$ cat config.mk
export PLATFORM = sky130hd
export DESIGN_NAME = tinker_run_controller
export DESIGN_NICKNAME = d
export VERILOG_FILES = /design/src/rtl/tinker_run_controller.sv
export SDC_FILE = /design/constraint.sdc
export NUM_CORES = 1
export LEC_CHECK = 0
export BUFFER_PORTS_ARGS = -buffer_cell sky130_fd_sc_hd__buf_2
export CORE_UTILIZATION = 50
export CTS_BUF_LIST = sky130_fd_sc_hd__clkbuf_8
export DETAILED_ROUTE_END_ITERATION = 7
export PLACE_DENSITY = 0.72
export RECOVER_POWER = 100
export SETUP_SLACK_MARGIN = 0.3
export SYNTH_ARGS = -nofsm -noshare
export SYNTH_HDL_FRONTEND = slang
export SYNTH_SLANG_ARGS = --single-unit
$ cat constraint.sdc
create_clock -name clk -period 6.42 [get_ports clk]
set_input_delay 0.642 -clock clk [delete_from_list [all_inputs] [get_ports clk]]
set_output_delay 0.642 -clock clk [all_outputs]
set_load 0.01 [all_outputs]
$ cat src/rtl/tinker_run_controller.sv
// Tinker CPU run controller: streams a program image into CPU memory, runs the CPU,
// and captures its output beats. Define RUN_CTRL_CYCLE_CNT_EN to add a 32-bit run_cycles output.
module tinker_run_controller #(
    parameter int ADDR_W     = 16,
    parameter int LOAD_BASE  = 0,
    parameter int DATA_W     = 64,
    parameter int OUT_DEPTH  = 8,
    parameter int MAX_CYCLES = 155
) (
    input  logic              clk,
    input  logic              reset,
    input  logic              start,
    input  logic              abort,
    input  logic              load_valid,
    output logic              load_ready,
    input  logic [7:0]        load_data,
    input  logic              load_last,
    output logic              mem_we,
    output logic [ADDR_W-1:0] mem_addr,
    output logic [7:0]        mem_wdata,
    output logic              cpu_reset,
    input  logic              cpu_halt,
    input  logic              cpu_out_signal,
    input  logic [DATA_W-1:0] cpu_out_data,
    output logic              out_valid,
    input  logic              out_ready,
    output logic [DATA_W-1:0] out_data,
    output logic              busy,
    output logic              done,
    output logic              halted,
    output logic              timeout,
    output logic              load_err,
    output logic              out_overflow
`ifdef RUN_CTRL_CYCLE_CNT_EN
    ,
    output logic [31:0]       run_cycles
`endif
);

    localparam int PTR_W = $clog2(OUT_DEPTH);
    localparam int CNT_W = $clog2(MAX_CYCLES + 1);
    localparam logic [ADDR_W-1:0] ADDR_TOP  = {ADDR_W{1'b1}};
    localparam logic [ADDR_W-1:0] ADDR_BASE = ADDR_W'(LOAD_BASE);
    localparam logic [CNT_W-1:0]  CYC_LAST  = CNT_W'(MAX_CYCLES - 1);
    localparam logic [PTR_W:0]    FIFO_FULL = (PTR_W + 1)'(OUT_DEPTH);

    typedef enum logic [1:0] {
        S_IDLE,
        S_LOAD,
        S_RUN,
        S_DONE
    } state_t;

    state_t            state, state_nxt;
    logic              vld_p1;
    logic              last_p1;
    logic [7:0]        wdata_p1;
    logic [CNT_W-1:0]  cyc_cnt;
    logic              set_halt, set_timeout, set_lerr;
    logic              at_top, accept, launch;
    logic              push, pop, full, do_push;
    logic [DATA_W-1:0] fifo_mem [OUT_DEPTH];
    logic [PTR_W-1:0]  wr_ptr, rd_ptr;
    logic [PTR_W:0]    fifo_cnt;

    assign at_top     = (mem_addr == ADDR_TOP);
    // Stop taking bytes while the final (or address-exhausting) write is in flight.
    assign load_ready = (state == S_LOAD) && !(vld_p1 && (last_p1 || at_top));
    assign accept     = load_valid && load_ready;
    assign launch     = start && !abort && ((state == S_IDLE) || (state == S_DONE));

    assign push       = (state == S_RUN) && cpu_out_signal;
    assign out_valid  = (fifo_cnt != '0);
    assign full       = (fifo_cnt == FIFO_FULL);
    assign pop        = out_ready && out_valid;
    assign do_push    = push && (!full || pop);
    assign out_data   = out_valid ? fifo_mem[rd_ptr] : '0;

    assign mem_we     = vld_p1;
    assign mem_wdata  = vld_p1 ? wdata_p1 : 8'h00;
    assign cpu_reset  = (state != S_RUN);
    assign busy       = (state == S_LOAD) || (state == S_RUN);
    assign done       = (state == S_DONE);

    always_comb begin
        state_nxt   = state;
        set_halt    = 1'b0;
        set_timeout = 1'b0;
        set_lerr    = 1'b0;
        if (abort) begin
            state_nxt = S_IDLE;
        end else begin
            case (state)
                S_IDLE: if (start) state_nxt = S_LOAD;
                S_LOAD: begin
                    if (vld_p1) begin
                        if (last_p1) begin
                            state_nxt = S_RUN;
                        end else if (at_top) begin
                            state_nxt = S_DONE;
                            set_lerr  = 1'b1;
                        end
                    end
                end
                S_RUN: begin
                    if (cpu_halt) begin
                        state_nxt = S_DONE;
                        set_halt  = 1'b1;
                    end else if (cyc_cnt == CYC_LAST) begin
                        state_nxt   = S_DONE;
                        set_timeout = 1'b1;
                    end
                end
                S_DONE: if (start) state_nxt = S_LOAD;
            endcase
        end
    end

    always_ff @(posedge clk or negedge reset) begin
        if (!reset) begin
            state        <= S_IDLE;
            cyc_cnt      <= '0;
            halted       <= 1'b0;
            timeout      <= 1'b0;
            load_err     <= 1'b0;
            out_overflow <= 1'b0;
        end else begin
            state <= state_nxt;
            if (state == S_LOAD) begin
                cyc_cnt <= '0;
            end else if (state == S_RUN) begin
                cyc_cnt <= cyc_cnt + 1'b1;
            end
            if (launch) begin
                halted       <= 1'b0;
                timeout      <= 1'b0;
                load_err     <= 1'b0;
                out_overflow <= 1'b0;
            end else begin
                if (set_halt)              halted       <= 1'b1;
                if (set_timeout)           timeout      <= 1'b1;
                if (set_lerr)              load_err     <= 1'b1;
                if (push && full && !pop)  out_overflow <= 1'b1;
            end
        end
    end

    // Stage p0 -> p1: an accepted image byte becomes a memory write one cycle later.
    always_ff @(posedge clk or negedge reset) begin
        if (!reset) begin
            vld_p1   <= 1'b0;
            last_p1  <= 1'b0;
            mem_addr <= '0;
        end else begin
            vld_p1  <= accept;
            last_p1 <= load_last;
            if (launch) begin
                mem_addr <= ADDR_BASE;
            end else if (vld_p1 && !at_top) begin
                mem_addr <= mem_addr + 1'b1;
            end
        end
    end

    always_ff @(posedge clk) begin
        if (accept) wdata_p1 <= load_data;
    end

    always_ff @(posedge clk or negedge reset) begin
        if (!reset) begin
            wr_ptr   <= '0;
            rd_ptr   <= '0;
            fifo_cnt <= '0;
        end else if (launch) begin
            wr_ptr   <= '0;
            rd_ptr   <= '0;
            fifo_cnt <= '0;
        end else begin
            if (do_push) wr_ptr <= wr_ptr + 1'b1;
            if (pop)     rd_ptr <= rd_ptr + 1'b1;
            case ({do_push, pop})
                2'b10:   fifo_cnt <= fifo_cnt + 1'b1;
                2'b01:   fifo_cnt <= fifo_cnt - 1'b1;
                default: fifo_cnt <= fifo_cnt;
            endcase
        end
    end

    always_ff @(posedge clk) begin
        if (do_push) fifo_mem[wr_ptr] <= cpu_out_data;
    end

`ifdef RUN_CTRL_CYCLE_CNT_EN
    function automatic logic [31:0] sat_inc32(input logic [31:0] v);
        return (v == 32'hFFFF_FFFF) ? v : v + 32'd1;
    endfunction

    always_ff @(posedge clk or negedge reset) begin
        if (!reset) begin
            run_cycles <= '0;
        end else if (launch) begin
            run_cycles <= '0;
        end else if (state == S_RUN) begin
            run_cycles <= sat_inc32(run_cycles);
        end
    end
`endif

endmodule
==> results.json <==
{
  "cp_top_family": "simple AND/OR/NAND/NOR gates",
  "hold_class": "primary input to register",
  "cp_slowest_cell": "nor2_1",
  "track_usage_pct": 20.3,
  "setup_tns_ns": 0,
  "syn_area_um2": 21900,
  "clockBufferDepth": 3,
  "r2r-start": "state[0]",
  "syn_inst": 1075,
  "syn_to_final_growth_pct": 13.6,
  "synthTopCellsByArea": "edfxtp_1 (71%), mux4_2 (13%), dfrtp_1 (4.8%)",
  "clock-sinks": 562,
  "drtIter0Drc": 822,
  "cts_root_buffer": "clkbuf_8",
  "start_kind": "register",
  "nets": 1402,
  "row_count": 76,
  "io_pins": 179,
  "skew_ns": 0.0224,
  "slew_viol_final": 536,
  "grt_pass1_wl_mm": 67.0,
  "die_area_um2": 44700,
  "fin_area_um2": 24900,
  "worst_slew_pin_slew_ns": 2.70,
  "gp_congestion": 0.804,
  "hold_start": "load_last",
  "dp_hpwl_mm": 23.8,
  "p_leak_nw": 8.06,
  "drc": 0,
  "maxSlewHeadroom_pct": -80.2,
  "yosysMostFrequentCell": "edfxtp_1",
  "clk_pin_slew_worst_paths_ns": 0.06,
  "reg2reg_depth": 7,
  "hold_slack_ns": 0.111,
  "drv_cap": 11,
  "syn_area_per_cell_um2": 20.4,
  "cp_max_fo": 41,
  "crit_type": "register to register",
  "violations": "capacitance limit, slew limit",
  "grt_pass1_vias": 11500,
  "rsz0062_at_grt": "no",
  "synthArstFlopShare_pct": 7.47,
  "synth_ff_type": "edfxtp_1",
  "fp.dieW_um": 211,
  "cp.required_ns": 6.69,
  "end_kind": "register",
  "drive_gt1_share_pct": 21.3,
  "path_cells": "inv_1 -> ha_1 -> nand2_1 -> a31oi_1 -> nand2b_1 -> nor2_1 -> buf_4",
  "ys_types": 44,
  "cts_post_setup_buffers_inserted": 0,
  "hold_depth": 1,
  "dp.cells": 1804,
  "finalHoldViolCount": 0,
  "grt-ovfl-total": 0,
  "synth_edf_count": 520,
  "finalCriticalPeriod_ns": 4.79,
  "die_h_um": 211,
  "synth_commonest_cells": "edfxtp_1 (520), mux4_2 (128), nor2_1 (105), mux2i_1 (67), dfrtp_1 (42)",
  "post_dp_cell_area_um2": 23600,
  "cp.depth": 7,
  "core_area_um2": 43200,
  "finalSetupViolCount": 0,
  "fillCellCount": 3355,
  "synth_top_cell_area_share_pct": 71.2,
  "clock_latency_ns": 0.65,
  "synth_warnings": 0,
  "drt_wl_total_mm": 44.0,
  "status": "finished, violations left",
  "holdBufCountCts": 0,
  "cts_tree": "built",
  "grt_max_degree": 80,
  "fmax_ghz": 0.209,
  "detail_route.vias_per_cell": 5.57,
  "ys_ff_latch": 562,
  "h-tree-depth": 3,
  "antenna_found_initial": 6,
  "ant_nets": 0,
  "worstSetupStartpoint": "state[0]",
  "synth_nets": 1167,
  "cp.buffers_inverters": 2,
  "stdcell_count": 1967,
  "numCtsBuffers": 89,
  "finalCritPeriodShare_pct": 74.7,
  "seq_area_frac_synth_pct": 76.0,
  "synth.largest_area_cell": "edfxtp_1",
  "final.setup.worst_slack_ns": 1.63,
  "io_buffer_count": 178,
  "drt-pass1-iter-count": 5,
  "place_ws_ns": 2.73,
  "wl_per_cell_um": 22.3,
  "vias": 11000,
  "power_density_nw_per_um2": 390,
  "cp.arrival_ns": 5.07,
  "ctsResizeCount": 0,
  "start_util_pct": 50.8,
  "critical_path.max_stage_delay_ns": 1.97,
  "ir_drop_mv": 0.285
}
[per-stage QoR]
step                util [%]  total power, W
floorplan                  -         0.00622
global placement        54.6         0.00714
CTS                     58.4         0.00998
detailed placement      54.6         0.00717
global route            57.7          0.0102
finish                  57.7         0.00973
[layout by cell type, fill, tap and decap left out, types with 14 or more instances in the layout]
cell,Yosys,layout
clkbuf_1,27,156
o21ai_0,14,14
clkinv_2,0,14
edfxtp_1,520,520
mux2i_1,67,67
clkbuf_8,0,91
nand2_1,18,18
inv_1,13,36
dfrtp_1,42,40
nor2_1,105,101
mux4_2,128,128
buf_2,12,25
clkinv_1,0,24
[worst paths after layout]
path	end	slack [ns]
setup / recovery	fifo_mem[2][50]	1.63
hold / removal	last_p1	0.11
setup reg to reg	fifo_mem[2][50]	1.63
hold reg to reg	timeout	0.51
max in group asynchronous	rd_ptr[2]	4.11
min in group asynchronous	cyc_cnt[6]	0.68
[routing by layer]
layer  GRT usage, %  share of wire [%]  up-vias
met4           6.17                1.8        8
met5              0               0.11        -
li1               -                  -     4851
met1           27.1                 44     5762
met2           33.1                 50      258
met3           5.04                4.9       78
[state kept, by name, summed over array words and instances (netlist names), 2 cells and up]
signal,flops
mem_addr,16
fifo_cnt,4
state,2
wr_ptr,3
rd_ptr,3
cyc_cnt,8
wdata_p1,8
fifo_mem,512
[where the power goes]
part / internal [W] / switching, W / total, W
registers: 0.00412 / 0.000279 / 0.00440
logic: 0.00117 / 0.00139 / 0.00255
clock network: 0.00142 / 0.00136 / 0.00278
[cells by family after synthesis]
family	count (synthesis)	synth area share [%]
DFF	562	76.0
muxes	197	16.3
and+or+nand+nor	183	3.88
buffers and inverters	62	1.16
AOI/OAI and AO/OA	41	1.26
xor gates and xnor gates	19	0.759
adders and majority gates	11	0.628
[area by class of cell]
| class | count | area (um2) | share of cell area [%] |
|---|---|---|---|
| multi-input cells | 451 | 5010 | 20.1 |
| flip-flops and latches | 562 | 16700 | 66.9 |
| clock buffers | 91 | 1250 | 5.03 |
| inverters | 13 | 48.8 | 0.196 |
| well taps | 585 | 732 | 2.94 |
| diodes | 2 | 5.00 | 0.0201 |
| clock inverters | 70 | 380 | 1.53 |
| repair buffers | 193 | 811 | 3.25 |
Power figures use the tool's default switching activity.
